--- src/rtl/stage_tracker_pkg.sv ---
// Shared types for the per-stage trace tracker: trace element, stage selector,
// head FSM states and the stage timestamp helper.
package stage_tracker_pkg;

  localparam int unsigned TIME_W = 32;
  localparam int unsigned PC_W   = 32;
  localparam int unsigned INSN_W = 32;

  typedef enum logic [1:0] {
    STAGE_IF,
    STAGE_ID,
    STAGE_EX,
    STAGE_WB
  } stage_e;

  typedef enum logic [1:0] {
    ST_IDLE,
    ST_WAIT_START,
    ST_ACTIVE,
    ST_HOLD
  } head_state_e;

  typedef struct packed {
    logic [PC_W-1:0]   pc;
    logic [INSN_W-1:0] instr;
    logic [TIME_W-1:0] if_start;
    logic [TIME_W-1:0] if_end;
    logic [TIME_W-1:0] id_start;
    logic [TIME_W-1:0] id_end;
    logic [TIME_W-1:0] ex_start;
    logic [TIME_W-1:0] ex_end;
    logic [TIME_W-1:0] wb_start;
    logic [TIME_W-1:0] wb_end;
  } trace_output;

  // Returns elem with only the selected stage's start or end field replaced.
  function automatic trace_output set_stage_time(trace_output       elem,
                                                 stage_e            stage,
                                                 logic              is_end,
                                                 logic [TIME_W-1:0] value);
    trace_output r;
    r = elem;
    case (stage)
      STAGE_IF: if (is_end) r.if_end = value; else r.if_start = value;
      STAGE_ID: if (is_end) r.id_end = value; else r.id_start = value;
      STAGE_EX: if (is_end) r.ex_end = value; else r.ex_start = value;
      STAGE_WB: if (is_end) r.wb_end = value; else r.wb_start = value;
      default: r = elem;
    endcase
    return r;
  endfunction

endpackage

--- src/rtl/stage_tracker_if.sv ---
// Upstream push and downstream valid/ready handshake of one stage tracker.
interface stage_tracker_if;
  import stage_tracker_pkg::*;

  logic        in_valid;
  trace_output in_data;
  logic        in_ready;
  logic        out_valid;
  trace_output out_data;
  logic        out_ready;

  modport master (
    output in_valid, in_data, out_ready,
    input  in_ready, out_valid, out_data
  );

  modport slave (
    input  in_valid, in_data, out_ready,
    output in_ready, out_valid, out_data
  );
endinterface

--- src/rtl/stage_tracker_fifo.sv ---
// Trace element FIFO with head and head+1 read/patch ports; wrap-bit pointers.
module trace_fifo
  import stage_tracker_pkg::*;
#(
  parameter int unsigned DEPTH = 4
) (
  input  logic                     clk,
  input  logic                     rst,
  input  logic                     push_i,
  input  trace_output              push_data_i,
  input  logic                     pop_i,
  input  logic                     head_we_i,
  input  trace_output              head_wdata_i,
  input  logic                     next_we_i,
  input  trace_output              next_wdata_i,
  output trace_output              head_o,
  output trace_output              next_o,
  output logic [$clog2(DEPTH):0]   count_o
);
  localparam int unsigned AW = $clog2(DEPTH);
  localparam int unsigned PW = AW + 1;

  logic [PW-1:0] wr_ptr_q, rd_ptr_q;
  logic [AW-1:0] wr_idx, rd_idx, nx_idx;
  trace_output   mem_q [DEPTH];

  assign wr_idx  = wr_ptr_q[AW-1:0];
  assign rd_idx  = rd_ptr_q[AW-1:0];
  assign nx_idx  = rd_idx + AW'(1);
  assign head_o  = mem_q[rd_idx];
  assign next_o  = mem_q[nx_idx];
  assign count_o = wr_ptr_q - rd_ptr_q;

  always_ff @(posedge clk or posedge rst) begin
    if (rst) begin
      wr_ptr_q <= '0;
      rd_ptr_q <= '0;
    end else begin
      if (push_i) wr_ptr_q <= wr_ptr_q + PW'(1);
      if (pop_i)  rd_ptr_q <= rd_ptr_q + PW'(1);
    end
  end

  // Push never targets head or head+1 while they are being patched: a push
  // needs a free slot, and head+1 is only patched when two entries are held.
  always_ff @(posedge clk) begin
    if (push_i)    mem_q[wr_idx] <= push_data_i;
    if (head_we_i) mem_q[rd_idx] <= head_wdata_i;
    if (next_we_i) mem_q[nx_idx] <= next_wdata_i;
  end

endmodule

--- src/rtl/stage_tracker.sv ---
// Buffered trace tracker for one pipeline stage: queues upstream elements,
// stamps the selected stage's entry/exit times and hands them downstream.
module stage_tracker
  import stage_tracker_pkg::*;
#(
  parameter stage_e      STAGE         = STAGE_ID,
  parameter int unsigned DEPTH         = 4,
  parameter int unsigned COUNTER_WIDTH = 32
) (
  input  logic                     clk,
  input  logic                     rst,
  input  logic [COUNTER_WIDTH-1:0] counter_i,
  input  logic                     stage_active_i,
  input  logic                     stage_advance_i,
  stage_tracker_if.slave           bus,
  output logic [$clog2(DEPTH):0]   occupancy_o,
  output logic                     overflow_o,
  output logic                     missed_start_o
);
  localparam int unsigned CNT_W = $clog2(DEPTH) + 1;

  head_state_e       state_q, state_d;
  logic              out_valid_q, out_valid_d;
  trace_output       out_data_q, out_data_d;
  logic              adv_q, adv_d;
  logic [TIME_W-1:0] tend_q, tend_d;
  logic              active_q;
  logic              overflow_q, overflow_d;
  logic              missed_q, missed_d;

  logic [CNT_W-1:0]  count;
  trace_output       head, next;
  trace_output       head_wdata, next_wdata;
  trace_output       start_elem, end_elem;
  logic              push, pop, head_we, next_we, chain;
  logic              slot_free, end_evt, adv_end, has_next, empty_after;
  logic [TIME_W-1:0] stamp;

  assign bus.in_ready  = (count != CNT_W'(DEPTH));
  assign push          = bus.in_valid && bus.in_ready;
  assign stamp         = TIME_W'(counter_i);
  assign slot_free     = !out_valid_q || bus.out_ready;
  assign end_evt       = !stage_active_i || stage_advance_i;
  assign adv_end       = stage_advance_i && stage_active_i;
  assign has_next      = (count >= CNT_W'(2));
  assign empty_after   = (count == CNT_W'(1)) && !push;
  assign start_elem    = set_stage_time(head, STAGE, 1'b0, stamp);
  assign end_elem      = set_stage_time(head, STAGE, 1'b1, stamp);

  trace_fifo #(.DEPTH(DEPTH)) u_fifo (
    .clk          (clk),
    .rst          (rst),
    .push_i       (push),
    .push_data_i  (bus.in_data),
    .pop_i        (pop),
    .head_we_i    (head_we),
    .head_wdata_i (head_wdata),
    .next_we_i    (next_we),
    .next_wdata_i (next_wdata),
    .head_o       (head),
    .next_o       (next),
    .count_o      (count)
  );

  always_comb begin
    state_d     = state_q;
    pop         = 1'b0;
    chain       = 1'b0;
    head_we     = 1'b0;
    head_wdata  = end_elem;
    next_we     = 1'b0;
    next_wdata  = set_stage_time(next, STAGE, 1'b0, stamp);
    out_valid_d = out_valid_q && !bus.out_ready;
    out_data_d  = out_data_q;
    adv_d       = adv_q;
    tend_d      = tend_q;
    overflow_d  = overflow_q || (bus.in_valid && !bus.in_ready);
    missed_d    = missed_q || ((state_q == ST_HOLD) && stage_active_i && !active_q);

    unique case (state_q)
      ST_IDLE: begin
        if (push) state_d = ST_WAIT_START;
      end
      ST_WAIT_START: begin
        if (stage_active_i) begin
          head_we    = 1'b1;
          head_wdata = start_elem;
          state_d    = ST_ACTIVE;
        end
      end
      ST_ACTIVE: begin
        if (end_evt) begin
          if (slot_free) begin
            out_valid_d = 1'b1;
            out_data_d  = end_elem;
            pop         = 1'b1;
            chain       = adv_end;
          end else begin
            // Park the stamped element in the FIFO head until the slot frees.
            head_we    = 1'b1;
            head_wdata = end_elem;
            adv_d      = adv_end;
            tend_d     = stamp;
            state_d    = ST_HOLD;
          end
        end
      end
      ST_HOLD: begin
        if (slot_free) begin
          out_valid_d = 1'b1;
          out_data_d  = head;
          pop         = 1'b1;
          chain       = adv_q;
          next_wdata  = set_stage_time(next, STAGE, 1'b0, tend_q);
        end
      end
      default: state_d = ST_IDLE;
    endcase

    // An advance hands the stage straight to the next queued instruction.
    if (pop) begin
      if (chain && has_next) begin
        next_we = 1'b1;
        state_d = ST_ACTIVE;
      end else if (empty_after) begin
        state_d = ST_IDLE;
      end else begin
        state_d = ST_WAIT_START;
      end
    end
  end

  always_ff @(posedge clk or posedge rst) begin
    if (rst) begin
      state_q     <= ST_IDLE;
      out_valid_q <= 1'b0;
      out_data_q  <= '0;
      adv_q       <= 1'b0;
      tend_q      <= '0;
      active_q    <= 1'b0;
      overflow_q  <= 1'b0;
      missed_q    <= 1'b0;
    end else begin
      state_q     <= state_d;
      out_valid_q <= out_valid_d;
      out_data_q  <= out_data_d;
      adv_q       <= adv_d;
      tend_q      <= tend_d;
      active_q    <= stage_active_i;
      overflow_q  <= overflow_d;
      missed_q    <= missed_d;
    end
  end

  assign bus.out_valid  = out_valid_q;
  assign bus.out_data   = out_data_q;
  assign occupancy_o    = count;
  assign overflow_o     = overflow_q;
  assign missed_start_o = missed_q;

endmodule
--- src/flat_wrapper.sv ---
// flat-port wrapper written by rule: the top's interface ports become plain ports
module stage_tracker_flat import stage_tracker_pkg::*;
#(
  parameter stage_e      STAGE         = STAGE_ID,
  parameter int unsigned DEPTH         = 4,
  parameter int unsigned COUNTER_WIDTH = 32
)
  (clk, rst, counter_i, stage_active_i, stage_advance_i, occupancy_o, overflow_o, missed_start_o, bus_in_valid, bus_in_data, bus_out_ready, bus_in_ready, bus_out_valid, bus_out_data);
  stage_tracker_if bus_i ();
  input  logic clk;
  input  logic rst;
  input  logic [COUNTER_WIDTH-1:0] counter_i;
  input  logic stage_active_i;
  input  logic stage_advance_i;
  output logic [$clog2(DEPTH):0] occupancy_o;
  output logic overflow_o;
  output logic missed_start_o;
  input wire logic [$bits(bus_i.in_valid)-1:0] bus_in_valid;
  input wire logic [$bits(bus_i.in_data)-1:0] bus_in_data;
  input wire logic [$bits(bus_i.out_ready)-1:0] bus_out_ready;
  output wire logic [$bits(bus_i.in_ready)-1:0] bus_in_ready;
  output wire logic [$bits(bus_i.out_valid)-1:0] bus_out_valid;
  output wire logic [$bits(bus_i.out_data)-1:0] bus_out_data;
  assign bus_i.in_valid = bus_in_valid;
  assign bus_i.in_data = bus_in_data;
  assign bus_i.out_ready = bus_out_ready;
  assign bus_in_ready = bus_i.in_ready;
  assign bus_out_valid = bus_i.out_valid;
  assign bus_out_data = bus_i.out_data;
  stage_tracker #(.STAGE(STAGE), .DEPTH(DEPTH), .COUNTER_WIDTH(COUNTER_WIDTH)) u_core (.clk(clk), .rst(rst), .counter_i(counter_i), .stage_active_i(stage_active_i), .stage_advance_i(stage_advance_i), .bus(bus_i), .occupancy_o(occupancy_o), .overflow_o(overflow_o), .missed_start_o(missed_start_o));
endmodule
--- config.mk ---
export PLATFORM = sky130hd
export DESIGN_NAME = stage_tracker_flat
export DESIGN_NICKNAME = d
export VERILOG_FILES = /design/src/rtl/stage_tracker_pkg.sv /design/src/rtl/stage_tracker_if.sv /design/src/rtl/stage_tracker_fifo.sv /design/src/rtl/stage_tracker.sv /design/src/flat_wrapper.sv
export SDC_FILE = /design/constraint.sdc
export NUM_CORES = 2
export LEC_CHECK = 0
export BUFFER_PORTS_ARGS = -buffer_cell sky130_fd_sc_hd__buf_2
export CAP_MARGIN = 25
export CORE_MARGIN = 2
export CORE_UTILIZATION = 50
export CTS_CLUSTER_DIAMETER = 80
export CTS_CLUSTER_SIZE = 24
export DETAILED_ROUTE_END_ITERATION = 16
export PLACE_DENSITY = 0.81
export SETUP_SLACK_MARGIN = 0.15
export SLEW_MARGIN = 15
export SYNTH_ARGS = -nofsm -noshare
export SYNTH_HDL_FRONTEND = slang
export SYNTH_SLANG_ARGS = --single-unit
--- constraint.sdc ---
create_clock -name clk -period 19.05 [get_ports clk]
set_input_delay 1.905 -clock clk [delete_from_list [all_inputs] [get_ports clk]]
set_output_delay 1.905 -clock clk [all_outputs]
set_load 0.005 [all_outputs]
==> impl_metrics.yaml <==
place:
  place.gp.congestion: 0.861
  placed_area_mm2: 0.0818
  hpwl_um: 131000
  port_buffers: 684
  dp_cells: 8963
pwr:
  swShare: 0.382
  seq_power_share: 0.430
  power_frac_clock: 0.161
  ir_drop_mv: 0.126
  switchingPower_w: 0.00541
  pwr_density_cell_mw_per_mm2: 167
  total_power_w: 0.0142
  combPwrFrac: 0.408
  p_leak_nw: 34.7
  p_int_w: 0.00877
timing:
  max_freq_mhz: 153
  timing_hold_violations_final: 0
  setup_viol: 0
  fin_crit_ns: 6.55
  slew_viol_final: 0
  finalClockSkew_ns: 0.0441
  finalSetupTns_ns: 0
  slew_headroom: 0.0740
  finalCritPeriodShare: 0.344
  rsz0062_at_grt: "false"
  worst_pin_slew_ns: 1.39
floorplan:
  fp.dieW_um: 396
  initial_utilization: 0.504
  die_area_mm2: 0.157
  core_mm2: 0.152
  ios: 685
  fp-row-count: 143
  die_y_um: 396
routing:
  drt_wl_total_um: 220000
  drc: 0
  drtIter0Drc: 7619
  dr_total_vias: 55759
  ant_nets: 0
  dr.pass1.iters: 6
  wl_per_cell_um: 23.9
  viasPerCell: 6.06
setup_path:
  slowest_delay_ns: 0.91
  worstPathCellList: "ha_1 -> fa_1 -> xnor3_2 -> inv_2 -> o221a_2 -> buf_4 -> or4b_4 -> buf_4 -> buf_4 -> buf_4 -> o21ai_0"
  endpoint_kind: "flop"
  crit_type: "flop to flop"
  critical_path.top_delay_family: "buffers and inverters"
  start_kind: "flop"
  critPathSlowestCell: "buf_4"
  crit_arrival_ns: 6.99
  worst-path-max-fanout: 81
  crit_top_cell: "buf_4"
  crit_buf_inv: 5
  cp.required_ns: 19.49
clocking:
  hold_buffers: 0
  ctsRootBufferMaster: "clkbuf_16"
  cts_resized: 0
  cts_tree: "built"
  clk_path_buf_depth: 3
  path_clk_slew_ns: 0.10
  cts_setup_buffers: 0
  cts-htree-levels: 3
  clock-sinks: 1645
  insertion_delay_ns: 0.75
  tritoncts.num_buffers: 91
global_route:
  gr-total-overflow: 0
  grt.total_usage: 0.276
  grt_pass1_wl_um: 332000
  grt_pass1_vias: 55570
  grt_start_max_net_pins: 182
  antenna_found_initial: 89
logic_synthesis:
  ys.flop_type: "edfxtp_1"
  seq_area_frac_synth: 0.620
  synth_edf_count: 1280
  ys_async_sr_fraction: 0.222
  mappedNetlistArea_mm2: 0.0768
  syn_nets: 6976
  yosys_warnings: 0
  syn_area_per_cell_um2: 11.6
  synth_cell_types: 48
  synth-seq-cells: 1645
  netlist_instances: 6607
finish:
  final_layout_size_suffix_gt1_frac: 0.226
  stdcell_count: 9206
  area_delta_synth_final_pct: 10.8
  final_area_mm2: 0.0851
  finish.utilization: 0.559
  final_nets: 7396
outcome:
  outcome: "finished, final reports clean"
min_path:
  hold_class: "flop to flop"
run:
  timing.max_cap.violations: 0
[per-layer routing]
metal,vias to the layer above,wire (um),global-route usage
met5,-,388,0
met4,60,9510,0.131
met3,607,27400,0.0618
met2,4046,104000,0.440
met1,27093,78800,0.360
li1,23953,-,-
[cell type report]
type	instances	area [um^2]
flip-flops and latches	1645	47600
clock inverters	41	499
repair buffers	772	4230
diodes	70	175
fillers	12035	67200
clock buffers	131	2560
multi-input cells	4509	27400
well taps	2030	2540
inverters	8	37.5
[synthesized netlist by cell type (10+ instances only)]
library cell	n	area share
a21oi_1	35	0.0023
buf_1	18	0.00088
buf_2	111	0.0072
buf_6	12	0.0018
clkbuf_1	304	0.015
dfrtp_1	365	0.12
edfxtp_1	1280	0.50
ha_1	10	0.0016
mux2_2	322	0.047
mux2i_1	66	0.0086
mux4_2	320	0.094
nand2_1	3195	0.16
nand3_1	138	0.0090
nor2_1	37	0.0018
nor4_1	32	0.0026
o21ai_0	148	0.0096
o31ai_1	109	0.011
o31ai_2	20	0.0033
o32ai_1	32	0.0037
[worst paths after layout]
| check | slack (ns) | depth (start not counted) | startpoint | endpoint |
|---|---|---|---|---|
| max in group asynchronous | 15.38 | 4 | rst | u_core.bus.out_data[231] |
| hold / removal | 0.43 | 1 | u_core.active_q | u_core.missed_start_o |
| setup / recovery | 12.50 | 11 | u_core.u_fifo.rd_ptr_q[0] | u_core.u_fifo.mem_q[1][136] |
| hold reg to reg | 0.43 | 1 | u_core.active_q | u_core.missed_start_o |
| min in group asynchronous | 1.35 | 2 | rst | u_core.bus.out_data[82] |
| setup reg to reg | 12.50 | 11 | u_core.u_fifo.rd_ptr_q[0] | u_core.u_fifo.mem_q[1][136] |
[cells in the final DEF, fill, tap and decap left out, types with 70 or more instances in the layout]
master,count
edfxtp_1,1280
nand2_1,3183
buf_4,78
mux2_2,322
o21ai_0,148
o31ai_1,109
dfrtp_1,363
mux4_2,320
nand3_1,138
diode_2,70
buf_2,684
clkbuf_16,96
[worst reg2reg max path: stages, from the launching register on]
cell and delay, ns:
dfrtp_4 0.75, ha_1 0.32, fa_1 0.38, xnor3_2 0.28, inv_2 0.14, o221a_2 0.20
buf_4 0.53, or4b_4 0.75, buf_4 0.89, buf_4 1.00, buf_4 0.82, o21ai_0 0.19
[logic make-up after synthesis]
logic type	count (synthesis)	synth area share
and+or+nand+nor	3430	0.172
AOI/OAI and AO/OA	354	0.0306
muxes	708	0.150
adders and majority gates	11	0.00189
buffers and inverters	453	0.0251
xor gates and xnor gates	6	0.000880
DFF	1645	0.620
[state kept, by name, indices dropped and copies added (netlist names), 2 cells and up]
register / flops
u_core.bus.out_data: 320
u_core.state_q: 2
u_core.tend_q: 32
u_core.u_fifo.mem_q: 1280
u_core.u_fifo.rd_ptr_q: 3
u_core.u_fifo.wr_ptr_q: 3
[per-stage QoR]
stage / worst slack [ns] / hold WS, ns
final: 12.50 / 0.431
after global routing: 12.29 / 0.456
after CTS: 12.57 / 0.436
after detailed placement: 11.79 / 0.424
after global placement: 11.87 / 0.412
after floorplan: 7.01 / 0.405
[power by group through the flow]
| stage | Clock [W] | Sequential (W) | Combinational (W) |
|---|---|---|---|
| after global placement | 0 | 0.00609 | 0.00555 |
| after CTS | 0.00230 | 0.00609 | 0.00574 |
| after detailed placement | 0 | 0.00617 | 0.00572 |
| final | 0.00229 | 0.00610 | 0.00579 |
| after floorplan | 0 | 0.00614 | 0.00380 |
| after global routing | 0.00242 | 0.00620 | 0.00619 |
Note: power is estimated with default switching activity, not from simulation.
